<file path="src/rtl/matrix_pkg.sv">
// Definitions shared by the matrix multiplier controller and its inner-product responders.
package matrix_pkg;

  localparam int WORD_WIDTH = 32;

  typedef logic [WORD_WIDTH-1:0] word_t;

  // Controller state encodings; the multiplier's controller decodes the same values.
  localparam logic [1:0] ST_GET = 2'd0;
  localparam logic [1:0] ST_MAC = 2'd1;
  localparam logic [1:0] ST_OUT = 2'd2;

endpackage

</file>
<file path="src/rtl/word_mac.sv">
// Registered multiply-accumulate, modulo 2^WORD_WIDTH; exposes the running sum for the current step.
module word_mac
  import matrix_pkg::*;
(
  input  logic  clk,
  input  logic  rst,
  input  logic  clr,
  input  logic  en,
  input  word_t a,
  input  word_t b,
  output word_t sum
);

  word_t acc;
  word_t product;

  // Keeping only the low word gives two's-complement wrap for signed operands as well.
  assign product = a * b;
  assign sum     = acc + product;

  // NOTE: state registers use non-blocking assignment so every flop samples pre-edge values.
  always_ff @(posedge clk or negedge rst) begin
    if (!rst) begin
      acc <= '0;
    end else if (clr) begin
      acc <= '0;
    end else if (en) begin
      acc <= sum;
    end
  end

endmodule

</file>
<file path="src/rtl/vector_inner_product_responder.sv">
// Responder for one row of C: captures a row and a column over four-phase handshakes,
// accumulates their inner product one word per cycle, and offers the result on a third handshake.
module vector_inner_product_responder
  import matrix_pkg::*;
#(
  parameter int p = 16
) (
  input  logic                    clk,
  input  logic                    rst,
  input  logic [p*WORD_WIDTH-1:0] row,
  input  logic                    row_i_stb,
  output logic                    row_i_ack,
  input  logic [p*WORD_WIDTH-1:0] column,
  input  logic                    column_i_stb,
  output logic                    column_i_ack,
  output logic [WORD_WIDTH-1:0]   out,
  output logic                    out_o_stb,
  input  logic                    out_o_ack
);

  localparam int K_W   = $clog2(p + 1);
  localparam int IDX_W = (p > 1) ? $clog2(p) : 1;

  logic [1:0]                   state;
  logic [K_W-1:0]               k;
  logic [IDX_W-1:0]             idx;
  logic [p-1:0][WORD_WIDTH-1:0] row_q;
  logic [p-1:0][WORD_WIDTH-1:0] column_q;
  logic                         row_held;
  logic                         column_held;
  logic                         row_take;
  logic                         column_take;
  logic                         start;
  logic                         last_step;
  logic                         mac_en;
  word_t                        sum;

  // An operand is taken only once its previous handshake has fully returned to idle.
  assign row_take    = row_i_stb    && !row_held    && !row_i_ack;
  assign column_take = column_i_stb && !column_held && !column_i_ack;

  // Starting on the capture edge itself keeps the result latency at exactly p edges.
  assign start     = (state == ST_GET) && (row_held || row_take) && (column_held || column_take);
  assign last_step = (state == ST_MAC) && (k == K_W'(p - 1));
  assign mac_en    = (state == ST_MAC);
  assign idx       = k[IDX_W-1:0];

  // NOTE: operand registers are reset too, so no stale words survive an aborted transaction.
  always_ff @(posedge clk or negedge rst) begin
    if (!rst) begin
      row_q        <= '0;
      column_q     <= '0;
      row_held     <= 1'b0;
      column_held  <= 1'b0;
      row_i_ack    <= 1'b0;
      column_i_ack <= 1'b0;
    end else begin
      if (row_take) begin
        row_q     <= row;
        row_held  <= 1'b1;
        row_i_ack <= 1'b1;
      end else begin
        if (row_i_ack && !row_i_stb) row_i_ack <= 1'b0;
        if (last_step)               row_held  <= 1'b0;
      end

      if (column_take) begin
        column_q     <= column;
        column_held  <= 1'b1;
        column_i_ack <= 1'b1;
      end else begin
        if (column_i_ack && !column_i_stb) column_i_ack <= 1'b0;
        if (last_step)                     column_held  <= 1'b0;
      end
    end
  end

  always_ff @(posedge clk or negedge rst) begin
    if (!rst) begin
      state     <= ST_GET;
      k         <= '0;
      out       <= '0;
      out_o_stb <= 1'b0;
    end else begin
      case (state)
        ST_GET: begin
          if (start) begin
            state <= ST_MAC;
            k     <= '0;
          end
        end
        ST_MAC: begin
          if (last_step) begin
            state     <= ST_OUT;
            out       <= sum;
            // A consumer still acknowledging the previous result holds off the strobe.
            out_o_stb <= !out_o_ack;
          end else begin
            k <= k + K_W'(1);
          end
        end
        ST_OUT: begin
          if (out_o_stb) begin
            if (out_o_ack) begin
              out_o_stb <= 1'b0;
              state     <= ST_GET;
            end
          end else if (!out_o_ack) begin
            out_o_stb <= 1'b1;
          end
        end
        default: state <= ST_GET;
      endcase
    end
  end

  word_mac u_mac (
    .clk (clk),
    .rst (rst),
    .clr (start),
    .en  (mac_en),
    .a   (row_q[idx]),
    .b   (column_q[idx]),
    .sum (sum)
  );

endmodule
</file>
<file path="config.mk">
export PLATFORM = sky130hd
export DESIGN_NAME = vector_inner_product_responder
export DESIGN_NICKNAME = d
export VERILOG_FILES = /design/src/rtl/matrix_pkg.sv /design/src/rtl/word_mac.sv /design/src/rtl/vector_inner_product_responder.sv
export SDC_FILE = /design/constraint.sdc
export NUM_CORES = 2
export LEC_CHECK = 0
export CAP_MARGIN = 10
export CORE_AREA = 2 2 412 414
export DETAILED_ROUTE_END_ITERATION = 7
export DIE_AREA = 0 0 414 416
export RECOVER_POWER = 50
export SYNTH_ARGS = -nofsm -noshare
export SYNTH_HDL_FRONTEND = slang
export SYNTH_SLANG_ARGS = --single-unit
</file>
<file path="constraint.sdc">
create_clock -name clk -period 13.07 [get_ports clk]
set_input_delay 2.614 -clock clk [delete_from_list [all_inputs] [get_ports clk]]
set_output_delay 2.614 -clock clk [all_outputs]
set_load 0.01 [all_outputs]
</file>
==> metrics.txt <==
GRT met3 Usage 0.0949; hold depth 2; number of synthesized flops with an enable pin 0; global route overflow 0; drt pass-1 iters 5; largest net degree at the start of global routing 155; ys async rst share 1.00; gpl congestion 0.960; Finished Layout Cells 8333; final wirelength 277 mm; R2R Path Start k[0]$_DFFE_PN0P_; Post-CTS Setup Inserts 0; final setup TNS 0 ps; post-synthesis sequential area ratio 0.422; Final setup viols 0; cell mode on critical path fa_1; DRT iter0 DRCs 4065; critical path class register to register; H-tree levels 4; FF+latch area 27500 um2; nets 7522; Worst R2R Setup Slack 1890 ps; max incr delay on CP 1420 ps; YS warnings 0; post-synth net total 6518; Rows 151; antenna-violating nets left 0; Post-route DRC 0; Worst slew margin -3.95; RSZ-0062 raised after global routing false; period utilization 0.855; Critical Path RT 13650 ps; max-slew violations 889; CTS tree built; Fin. Hold Viols 0; multi-input logic area 34400 um2; hold path endpoint out[9]$_DFFE_PN0P_; Critical-path top delay cell dfrtp_1; hold_ws 480 ps; Syn Area/Cell 13.2 um2; final core utilization 0.492; Critical R2R Capture out[29]$_DFFE_PN0P_; number of vias per cell 5.54; Syn-to-layout area delta 26.8%; cell area after synthesis 65200 um2; Total GRT Usage 0.320; CP arrival 11750 ps; post-CTS sizing 0; Clock Latency Late Sink 810 ps; top-area cell type share of the netlist area 0.422; Unique masters post-synth 63; worst-path fanout max 21; worst-case reg-to-reg path depth 33; hold crit path type register to register; Synth area leaders dfrtp_1 42%, mux2_2 18%, fa_1 13%; # clock sinks 1100; GR peak layer met2; Startpoint Class register; proportion of layout cells with a drive suffix above 1 0.278; WP buf/inv 9; clk_skew 49.1 ps; hold_sp out[9]$_DFFE_PN0P_; Crit. End Element register; Num CTS Buffers 130; first-pass GRT wire length 382 mm; GR Util met1 0.396; initial antenna violation count 184; hold buffers post-CTS 0; Main synth FF type dfrtp_1; Die Y 416 um; failing checks capacitance limit, slew limit; Via Count 46127; die area 172000 um2; CP top delay family adder cells; I/O pins 1064; Routed wire per std cell 33.2 um; CTS clock-pin slew for the worst setup and hold paths 60 ps; placed cells 8015; fillcell total 15113; Die X 414 um; largest area contributor in the netlist dfrtp_1; outcome complete, but fails checks; Slew @ Worst Pin 7430 ps; Fmax 89.5 MHz; dpl hpwl 224 mm; Initial Utilization 0.388; met2 usage 0.513; core area 168000 um2; Clock Tree Buf Depth 3; max_cap viols 15; synthesis-stage register bit count 1100; clock root buffer clkbuf_16; Tmin final 11180 ps; Buffers on Ports 1063; vias in the first global route 47107; Mapped Cells 4925
-- kinds of logic (layout without fill, tap and decap cells) --
logic type      after synthesis  count (layout)  share of synthesized area
compound gates              274             274                     0.0289
xor+xnor                     86              86                     0.0124
fa+ha+maj                   564             564                      0.159
buf+inv                     827            1930                     0.0532
flops                      1100            1100                      0.422
mux                        1353            1353                      0.277
other cells                   0              87                          0
simple gates                721             721                     0.0478
-- routing by layer --
metal	vias up	wire, um
li1	18864	-
met1	24672	106000
met2	1891	133000
met3	592	22700
met4	108	14100
met5	-	701
-- worst register-to-register path, delay by kind of cell (launching register included) --
family | cells | cell delay (ps)
AO/OA/AOI/OAI | 10 | 2310
XOR/XNOR | 1 | 200
adder cells (fa/ha/maj) | 9 | 4390
buffers and inverters | 9 | 1580
flip-flops | 1 | 1420
multiplexers | 2 | 870
AND/OR/NAND/NOR | 2 | 210
-- cells in the final DEF, fill, tap and decap left out, types with 60 or more instances in the layout --
cell,count
clkbuf_16,131
nor2_1,302
or2_2,63
dfrtp_1,1097
inv_1,537
buf_4,73
ha_1,126
mux2_2,1069
nand2_1,243
xnor2_1,60
o21ai_0,61
diode_2,87
clkdlybuf4s50_1,1056
mux4_2,220
fa_1,438
-- state kept, by name, summed over array words and instances (netlist names) --
register / cells
column_q: 512
column_held: 1
out_o_stb: 1
column_i_ack: 1
row_q: 512
u_mac.acc: 32
state: 2
row_i_ack: 1
out: 32
row_held: 1
k: 5
-- cell type report --
| class | count | share of cell area |
|---|---|---|
| Sequential cell | 1100 | 0.333 |
| Antenna cell | 87 | 0.00263 |
| Inverter | 539 | 0.0245 |
| Clock inverter | 38 | 0.00667 |
| Timing Repair Buffer | 1160 | 0.138 |
| Clock buffer | 193 | 0.0462 |
| Tap cell | 2218 | 0.0335 |
| Multi-Input combinational cell | 2998 | 0.415 |
-- Yosys cell counts, types with 4 or more instances --
library cell  count
xor2_1           22
fa_1            438
a221oi_2          5
nand3_1          14
buf_6            22
inv_1           537
o21ai_0          72
o21ai_1           7
a22oi_1          14
mux2i_1          35
a22o_1           15
nor2_1          303
and3_1            4
xnor2_1          60
mux4_2          220
o21a_1            6
a31oi_1           9
or2_2            63
buf_1             7
a21o_1           16
nor2b_1          12
buf_4            11
clkbuf_1        206
a21oi_1          41
nor3_1           14
o31ai_1          12
o22ai_1          26
nand2_1         243
mux2_2         1070
mux4_1           28
ha_1            126
xnor3_1           4
nand2b_1         50
and2_1            8
a221oi_1         12
a21boi_0          4
o22a_1            7
dfrtp_1        1100
buf_2            31
-- worst max-delay path by stage --
stage / from / to / slack [ps] / cells past startpoint
finish: k[0]$_DFFE_PN0P_ / out[29]$_DFFE_PN0P_ / 1890 / 33
global route: rst / column_q[407]$_DFFE_PN0P_ / 1140 / 3
CTS: k[0]$_DFFE_PN0P_ / out[29]$_DFFE_PN0P_ / 2680 / 33
detailed placement: k[0]$_DFFE_PN0P_ / out[29]$_DFFE_PN0P_ / 2690 / 33
global placement: k[0]$_DFFE_PN0P_ / out[29]$_DFFE_PN0P_ / 2750 / 33
floorplan: k[0]$_DFFE_PN0P_ / u_mac.acc[29]$_DFFE_PN0P_ / 4080 / 36
-- metrics by stage --
stage               worst slack, ps  instance area (um2)
floorplan                      4080                65200
global placement               2750                78200
detailed placement             2690                78200
CTS                            2680                82600
global route                   1140                82700
finish                         1890                82700
Power is not shown: default switching activity piles up to over one toggle a cycle in this logic, so the estimate is an artifact.
